--- src/rtl/change_dispenser.sv ---
// change_dispenser: pays a change amount out as coins, largest first (20/10/5),
// one coin at a time over a valid/ack handshake, tracking per-denomination stock.
// Optional build macro CHANGE_DISP_TIMEOUT_EN adds an ack timeout and a sticky jam flag.
// Coin encoding (one-hot): 3'b001 = 5, 3'b010 = 10, 3'b100 = 20.
module change_dispenser #(
   parameter int AMT_W       = 8,
   parameter int CNT_W       = 6,
   parameter int INIT_5      = 8,
   parameter int INIT_10     = 8,
   parameter int INIT_20     = 8,
   parameter int ACK_TIMEOUT = 15
) (
   input  logic             clk,
   input  logic             reset,
   input  logic             change_valid,
   input  logic [AMT_W-1:0] change_amt,
   output logic             change_ready,
   output logic [2:0]       coin_out,
   output logic             coin_valid,
   input  logic             coin_ack,
   input  logic             refill,
   input  logic [2:0]       refill_coin,
   output logic             done,
   output logic [AMT_W-1:0] short_amt,
   output logic             err_unaligned,
   output logic [CNT_W-1:0] stock_5,
   output logic [CNT_W-1:0] stock_10,
   output logic [CNT_W-1:0] stock_20
`ifdef CHANGE_DISP_TIMEOUT_EN
   ,
   output logic             jam
`endif
);

   typedef enum logic [1:0] {IDLE, SELECT, ISSUE, DONE} state_t;

   localparam logic [CNT_W-1:0] STOCK_MAX = {CNT_W{1'b1}};

   state_t                       state_reg, state_next;
   logic [AMT_W-1:0]             rem_reg, rem_next;
   logic [2:0]                   sel_reg, sel_next;
   logic [AMT_W-1:0]             short_reg, short_next;
   logic                         err_reg, err_next;
   logic [2:0][CNT_W-1:0]        stock_reg, stock_next, stock_init;
   logic [2:0]                   pick;
   logic [AMT_W-1:0]             amt_mod5;
   logic [AMT_W-1:0]             amt_floor;
   logic                         refill_onehot;

`ifdef CHANGE_DISP_TIMEOUT_EN
   localparam int TO_W = $clog2(ACK_TIMEOUT + 1);
   logic [TO_W-1:0]              to_cnt_reg, to_cnt_next;
   logic                         jam_reg, jam_next;
`endif

   // Face value of a one-hot coin code
   function automatic logic [AMT_W-1:0] coin_value(input logic [2:0] c);
      case (c)
         3'b001:  coin_value = AMT_W'(5);
         3'b010:  coin_value = AMT_W'(10);
         3'b100:  coin_value = AMT_W'(20);
         default: coin_value = '0;
      endcase
   endfunction

   assign amt_mod5      = change_amt % AMT_W'(5);
   assign amt_floor     = change_amt - amt_mod5;
   assign refill_onehot = (refill_coin == 3'b001) || (refill_coin == 3'b010) ||
                          (refill_coin == 3'b100);

   // Per-denomination stock: refill adds, an acked coin removes, both together cancel
   genvar gi;
   generate
      for (gi = 0; gi < 3; gi++) begin : g_stock
         localparam int INIT_V = (gi == 0) ? INIT_5 : (gi == 1) ? INIT_10 : INIT_20;
         logic inc, dec;
         assign inc = refill && refill_onehot && refill_coin[gi];
         assign dec = (state_reg == ISSUE) && coin_ack && sel_reg[gi];
         assign stock_init[gi] = CNT_W'(INIT_V);
         assign stock_next[gi] =
            (inc && !dec) ? ((stock_reg[gi] == STOCK_MAX) ? stock_reg[gi] : stock_reg[gi] + 1'b1) :
            (dec && !inc) ? stock_reg[gi] - 1'b1 :
                            stock_reg[gi];
      end
   endgenerate

   // Greedy choice from registered remainder and stock (refills this cycle not yet visible)
   always_comb begin
      pick = 3'b000;
      if (rem_reg >= AMT_W'(20) && stock_reg[2] != '0)
         pick = 3'b100;
      else if (rem_reg >= AMT_W'(10) && stock_reg[1] != '0)
         pick = 3'b010;
      else if (rem_reg >= AMT_W'(5) && stock_reg[0] != '0)
         pick = 3'b001;
   end

   // Next-state and datapath updates for the payout FSM
   always_comb begin
      state_next = state_reg;
      rem_next   = rem_reg;
      sel_next   = sel_reg;
      short_next = short_reg;
      err_next   = err_reg;
`ifdef CHANGE_DISP_TIMEOUT_EN
      to_cnt_next = to_cnt_reg;
      jam_next    = jam_reg;
`endif
      case (state_reg)
         IDLE: begin
            if (change_valid) begin
               rem_next   = amt_floor;
               err_next   = (amt_mod5 != '0);
               short_next = '0;
               state_next = SELECT;
`ifdef CHANGE_DISP_TIMEOUT_EN
               // A jammed hopper pays nothing: report the whole amount as short
               if (jam_reg) begin
                  short_next = amt_floor;
                  state_next = DONE;
               end
`endif
            end
         end
         SELECT: begin
            if (rem_reg == '0) begin
               short_next = '0;
               state_next = DONE;
            end else if (pick != 3'b000) begin
               sel_next   = pick;
               state_next = ISSUE;
`ifdef CHANGE_DISP_TIMEOUT_EN
               to_cnt_next = '0;
`endif
            end else begin
               short_next = rem_reg;
               state_next = DONE;
            end
         end
         ISSUE: begin
            if (coin_ack) begin
               rem_next   = rem_reg - coin_value(sel_reg);
               sel_next   = 3'b000;
               state_next = SELECT;
            end
`ifdef CHANGE_DISP_TIMEOUT_EN
            else if (to_cnt_reg == TO_W'(ACK_TIMEOUT - 1)) begin
               jam_next   = 1'b1;
               short_next = rem_reg;
               sel_next   = 3'b000;
               state_next = DONE;
            end else begin
               to_cnt_next = to_cnt_reg + 1'b1;
            end
`endif
         end
         DONE: begin
            state_next = IDLE;
         end
         default: state_next = IDLE;
      endcase
   end

   // State and datapath registers; reset abandons any payout in progress
   always_ff @(posedge clk) begin
      if (reset) begin
         state_reg <= IDLE;
         rem_reg   <= '0;
         sel_reg   <= 3'b000;
         short_reg <= '0;
         err_reg   <= 1'b0;
         stock_reg <= stock_init;
`ifdef CHANGE_DISP_TIMEOUT_EN
         to_cnt_reg <= '0;
         jam_reg    <= 1'b0;
`endif
      end else begin
         state_reg <= state_next;
         rem_reg   <= rem_next;
         sel_reg   <= sel_next;
         short_reg <= short_next;
         err_reg   <= err_next;
         stock_reg <= stock_next;
`ifdef CHANGE_DISP_TIMEOUT_EN
         to_cnt_reg <= to_cnt_next;
         jam_reg    <= jam_next;
`endif
      end
   end

   assign change_ready  = (state_reg == IDLE);
   assign coin_valid    = (state_reg == ISSUE);
   assign coin_out      = sel_reg;
   assign done          = (state_reg == DONE);
   assign short_amt     = short_reg;
   assign err_unaligned = err_reg;
   assign stock_5       = stock_reg[0];
   assign stock_10      = stock_reg[1];
   assign stock_20      = stock_reg[2];
`ifdef CHANGE_DISP_TIMEOUT_EN
   assign jam           = jam_reg;
`endif

endmodule

--- config.mk ---
export PLATFORM = sky130hd
export DESIGN_NAME = change_dispenser
export DESIGN_NICKNAME = d
export VERILOG_FILES = /design/src/rtl/change_dispenser.sv
export SDC_FILE = /design/constraint.sdc
export NUM_CORES = 1
export LEC_CHECK = 0
export CORE_MARGIN = 1
export CORE_UTILIZATION = 34
export DETAILED_ROUTE_END_ITERATION = 7
export REMOVE_ABC_BUFFERS = 1
export SYNTH_ARGS = -nofsm -noshare
export SYNTH_HDL_FRONTEND = slang
export SYNTH_SLANG_ARGS = --single-unit
--- constraint.sdc ---
create_clock -name clk -period 6.8 [get_ports clk]
set_input_delay 1.36 -clock clk [delete_from_list [all_inputs] [get_ports clk]]
set_output_delay 1.36 -clock clk [all_outputs]
set_load 0.02 [all_outputs]
======== Yosys cells after proc, flatten, opt, wreduce, memory -nomap -nowiden ========
Cells that the tools add are included.
cells by class
  add/subtract/negate cells ............... 8
  divide/modulo/power cells ............... 1
  order comparisons ....................... 3
  equal/unequal tests ..................... 20
  mux-type cells .......................... 31
  reductions and logical operators ........ 46
operators by type and width
  cell                                                                                  number
  8-bit two-way mux                                                                     7
  6-bit two-way mux                                                                     9
  8-bit one-hot mux with 2 select lines                                                 2
  6-bit by 1-bit adder with 6-bit output (second input constant)                        3
  6-bit equality test (second input constant)                                           3
  6-bit nonzero test                                                                    3
  6-bit by 1-bit subtractor with 6-bit output (second input constant)                   3
  1-bit logical AND                                                                     17
  8-bit subtractor                                                                      2
  5-bit one-hot mux with 3 select lines                                                 1
  3-bit two-way mux                                                                     4
  2-bit inequality test (second input constant)                                         6
  2-bit nonzero test                                                                    6
  2-bit AND reduction                                                                   5
  8-bit by 3-bit greater-or-equal comparator with 1-bit output (second input constant)  1
  8-bit by 4-bit greater-or-equal comparator with 1-bit output (second input constant)  1
  8-bit by 5-bit greater-or-equal comparator with 1-bit output (second input constant)  1
  8-bit logical NOT                                                                     1
  8-bit by 3-bit modulo with 8-bit output (second input constant)                       1
  2-bit one-hot mux with 4 select lines                                                 1
  8-bit nonzero test                                                                    1
  3-bit by 1-bit equality test with 1-bit output (second input constant)                2
  3-bit by 2-bit equality test with 1-bit output (second input constant)                2
  3-bit equality test (second input constant)                                           2
  other kinds (13)                                                                      25
word-level totals
  flip-flop bits (word level) ............. 40
  input port bits ......................... 16
  output and inout bits ................... 33
  logic and storage cells ................. 117

======== Depth between registers and ports, before layout ========
  depth after elaboration ................. 9
  depth in mapped cells ................... 29
  gate-level depth less buffers ........... 27

======== Worst setup path before layout ========
Ideal clock, no wire load.
  kind .................................... input -> register
  start ................................... input port change_amt[7]
  end ..................................... register rem_reg[7]
  setup time .............................. 0.074 ns
  arrival ................................. 6.239 ns
  data required time ...................... 6.726 ns
  slack ................................... 0.487 ns
  cell stages on the path ................. 27
  buffers on the path ..................... 2
  cell sequence ........................... buf_2 -> nand2b_4 -> or3_1 -> a41o_1 -> nand2_1 -> inv_1 -> ha_1 -> nor3_1 -> o21ai_0 -> o21ai_0 -> ha_1 -> and2b_2 -> nor3_1 -> mux2i_1 -> inv_1 -> ha_1 -> nor2b_1 -> o21ai_0 -> nand2b_1 -> clkbuf_1 -> nor4_1 -> o21ai_0 -> o2111ai_1 -> a211oi_1 -> o221a_1 -> or3_1 -> a31oi_1
on the way
  word-level cells in the longest chain between the ends .. 4
ends and longest elaborated chain
  element                                  RTL line  RTL
  start: declaration                       16        input logic [AMT_W-1:0] change_amt,
  8-bit by 3-bit modulo with 8-bit output  66        assign amt_mod5 = change_amt % AMT_W'(5);
  8-bit subtractor *                       67        assign amt_floor = change_amt - amt_mod5;
  8-bit two-way mux *                      111       if (change_valid) begin
  8-bit one-hot mux with 2 select lines *  109       case (state_reg)
  end signal: assignment                   179       rem_reg <= rem_next;
  end: declaration                         40        logic [AMT_W-1:0] rem_reg, rem_next;
Every way passes the cells marked *; elsewhere a longest branch is shown, timed or not. The select of a mux whose other input is x is not followed.
A chain may end at the register's enable or synchronous reset.

======== Final worst setup path ========
  start ................................... input port change_amt[5]
  end ..................................... register rem_reg[7]
The elaborated chain is that of the path after synthesis.

==> summary.txt <==
Synthesis
  • Seq/Total Area, Yosys: between 20% and 30%
  • Synth async-reset ratio: 0%
  • Post-synth cell types: between 80 and 90
  • Top_reg_cell synth: dfxtp_1
  • Post-Syn Area: slightly below 4000 sq um
  • FF+latch count, synth: 40
  • Synth Area in XOR/XNOR: around 7.4%
  • Yosys warning total: 0
  • Complex-gate fraction of the synthesized area: approximately a quarter
  • Yosys top cell area share: ~21%
  • Post-synthesis simple-gate area fraction: between 20% and 30%
  • Largest family of logic cells by synthesized area: simple AND/OR/NAND/NOR gates
  • Cell count after synthesis: approximately 480
  • Number of enable flip-flop cells after synthesis: 0
  • Post-synthesis adder-cell area fraction: a little under an eighth
  • Leading post-synthesis cells by cell area: dfxtp_1 (21%), ha_1 (8.4%), xnor2_1 (5.9%)
  • Mean area per synthesized cell: 8.064 sq um
  • Cell taking the most area after synthesis: dfxtp_1
  • Post-synthesis mux area share: under 10%

Critical path
  • Crit path max fanout: 4
  • Reg-to-Reg Start: state_reg[0]
  • Slowest CP cell: clkdlybuf4s50_1
  • Critical R2R Capture: stock_10[5]
  • Critical path capture point type: flop
  • CP Data Required Time: between 7 and 8 ns
  • Critical Path Source Type: input pin
  • Delay-heaviest family, CP: simple AND/OR/NAND/NOR gates
  • CP most frequent cell: ha_1
  • Worst Setup EP: rem_reg[7]
  • Worst Path Arrival: 6.54 ns
  • FF-to-FF path depth: 13
  • Setup crit start: change_amt[5]
  • Slowest stage delay, CP: 0.46 ns
  • WS Path Type: in2reg
  • Reg2reg setup slack: ~3.8 ns
  • CP Buf/Inv Count: 3
  • Levels on crit path: 26

Route
  • Drt total wl: about 10 mm
  • WL per Instance: between 10 and 15 um
  • DRC errors left: 0
  • Vias post-DR: about 3700
  • Drt initial violations: 191
  • DRT Pass-1 Iters: 4
  • Via-to-Cell Ratio: ~5.4
  • Final ANT Viol Nets: 0

Timing
  • Peak Freq: ~160 MHz
  • Final Hold Fails: 0
  • Final setup vio count: 0
  • Period minus WS final: between 6 and 7 ns
  • Fin worst setup slack: 0.4685 ns
  • Clk_skew: ~0.0032 ns
  • Worst rel slew slack: a little under half
  • Slew @ Worst Pin: around 0.78 ns
  • Max-slew violations: 0
  • Post-route clock period utilization: between 90% and 100%

Floorplan
  • I/O pins: 49
  • Core area: 10980 sq um
  • Rows: 38
  • Die W: 108.8 um
  • Initial Util: around a third
  • DIE HEIGHT: roughly 110 um
  • Die area: around 12000 sq um

CTS
  • CTS Root Cell: clkbuf_16
  • Clock sink count: 40
  • CTS tree: built
  • H-tree depth: 2
  • # hold bufs at CTS: 0
  • Clk_lat worst skew: between 0.2 and 0.3 ns
  • CTS Buffer Depth: 2
  • Cts bufs inserted: 5
  • Clock-pin slew of the registers on the worst-case setup and hold paths: approximately 0.06 ns

Power
  • PwrDens: roughly 230 nW/um^2
  • Leakage: 0.001824 uW
  • Pwr Total: 1116 uW
  • Worst vdd ir: approximately 0.11 mV

Placed design
  • GPL Wtd Cong: approximately 0.86
  • Pre-CTS setup slack: -0.1408 ns
  • Post-DP HPWL: between 7 and 8 mm
  • IO buf count: between 40 and 50

Hold path
  • Hold Path Class: reg2reg

Global routing
  • Largest net degree at the start of global routing: 44
  • Total global routing overflow: 0
  • Vias in the first global route: 3584
  • First-pass GRT wire length: 17.01 mm
  • Tot GR Track Use: between 15 and 20%
  • Initial antenna violation count: 0

Layout
  • # diodes: 0
  • Reg area: around 800 sq um
  • Fillers: roughly 1100
  • Multi-input logic area: ~3000 sq um
  • Commonest non-fill, non-tap cell in the layout: clkdlybuf4s50_1
  • Most frequent cells in the layout: clkdlybuf4s50_1 (45), nor2_1 (43), dfxtp_1 (40)
  • Synth-to-Final Area Change: 24.29%
  • Fin nets: between 500 and 600
  • Fraction of layout cells with a size suffix above 1: 11.99%

Run
  • MaxCap Viol Count: 0

Status
  • Status: finished, final reports clean
-- how the worst min path moves through the flow --
stage,endpoint,slack [ns],cells after the start,start
after floorplan,short_amt[0],0.45,2,rem_reg[0]
final,short_amt[5],0.45,2,short_amt[5]
after CTS,short_amt[6],0.46,2,short_amt[6]
after detailed placement,short_amt[6],0.45,2,short_amt[6]
after global placement,short_amt[5],0.44,2,short_amt[5]
after global routing,short_amt[3],0.48,2,short_amt[3]
-- routing by layer --
layer  global-route usage, %  share of wire [%]  vias up
li1                        -                  -     1886
met1                   23.16                 47     1760
met2                   31.65                 49       56
met3                   1.853                3.0        6
met4                   2.799               0.59        0
met5                       0                  0        -
-- stage by stage --
step                      cells  setup TNS, ns  utilization (%)  hold slack [ns]  area [sq um]
final                       682              0            43.89           0.4524          4821
after global routing        682       -0.02055            43.89           0.4783          4821
after CTS                   682              0            43.70           0.4569          4800
after detailed placement    674        -0.1408            42.04           0.4479          4617
after global placement      674              0            42.04           0.4449          4617
after floorplan             463              0                -           0.4516          3789
-- cell families (layout without fill, tap and decap cells) --
kind of cell,count (synthesis),in the layout
XOR/XNOR,32,32
flip-flops,40,40
AND/OR/NAND/NOR,192,192
adder cells (fa/ha/maj),32,32
multiplexers,10,10
AO/OA/AOI/OAI,135,135
buffers and inverters,40,101
-- report_power, final --
part,leakage (uW),total (uW),switching (uW),internal [uW]
registers,0.000326,294,36.1,258
clock network,0.0000901,289,95.8,193
logic,0.00141,533,289,244
-- Yosys cell counts, drive strengths merged (3+ instances only) --
cell      n
and2      4
dfxtp    40
o311ai    3
o211ai    7
nor3b     7
ha       26
nand4     4
and3      5
o21ai    28
nor2b    11
nand2b    6
or2       6
nor4      3
a41oi     3
or3       5
clkbuf   11
nand2    40
and3b     4
nand3    19
a21oi    35
buf       7
a211oi   10
fa        5
a21o      7
nor3     19
a31oi     6
or4       4
nand3b    3
mux2i     9
a211o     4
xnor2    27
nor2     43
o31ai     3
o2111ai   3
inv      22
xor2      5
o21a      3
o21bai    4
-- worst reg2reg max path: cells and delay by family, from the launching register on --
kind                     cells  cell delay [ns]
XOR/XNOR                     2             0.32
AND/OR/NAND/NOR              6             1.28
flip-flops                   1             0.36
adder cells (fa/ha/maj)      1             0.28
AO/OA/AOI/OAI                4             0.67
-- final cells by class --
class	instances	area share (%)
Clock inverter	1	0.6229
Clock buffer	7	3.166
Tap cell	140	3.634
Sequential cell	40	16.61
Timing Repair Buffer	71	13.78
Inverter	22	1.713
Multi-Input combinational cell	401	60.47
-- repair_timing --
item | CTS | global route
resized for setup | 0 | 8
setup buffers | 0 | 0
hold endpoints to repair | 0 | 0
setup endpoints to repair | 0 | 2
Note: power is estimated with default switching activity, not from simulation.
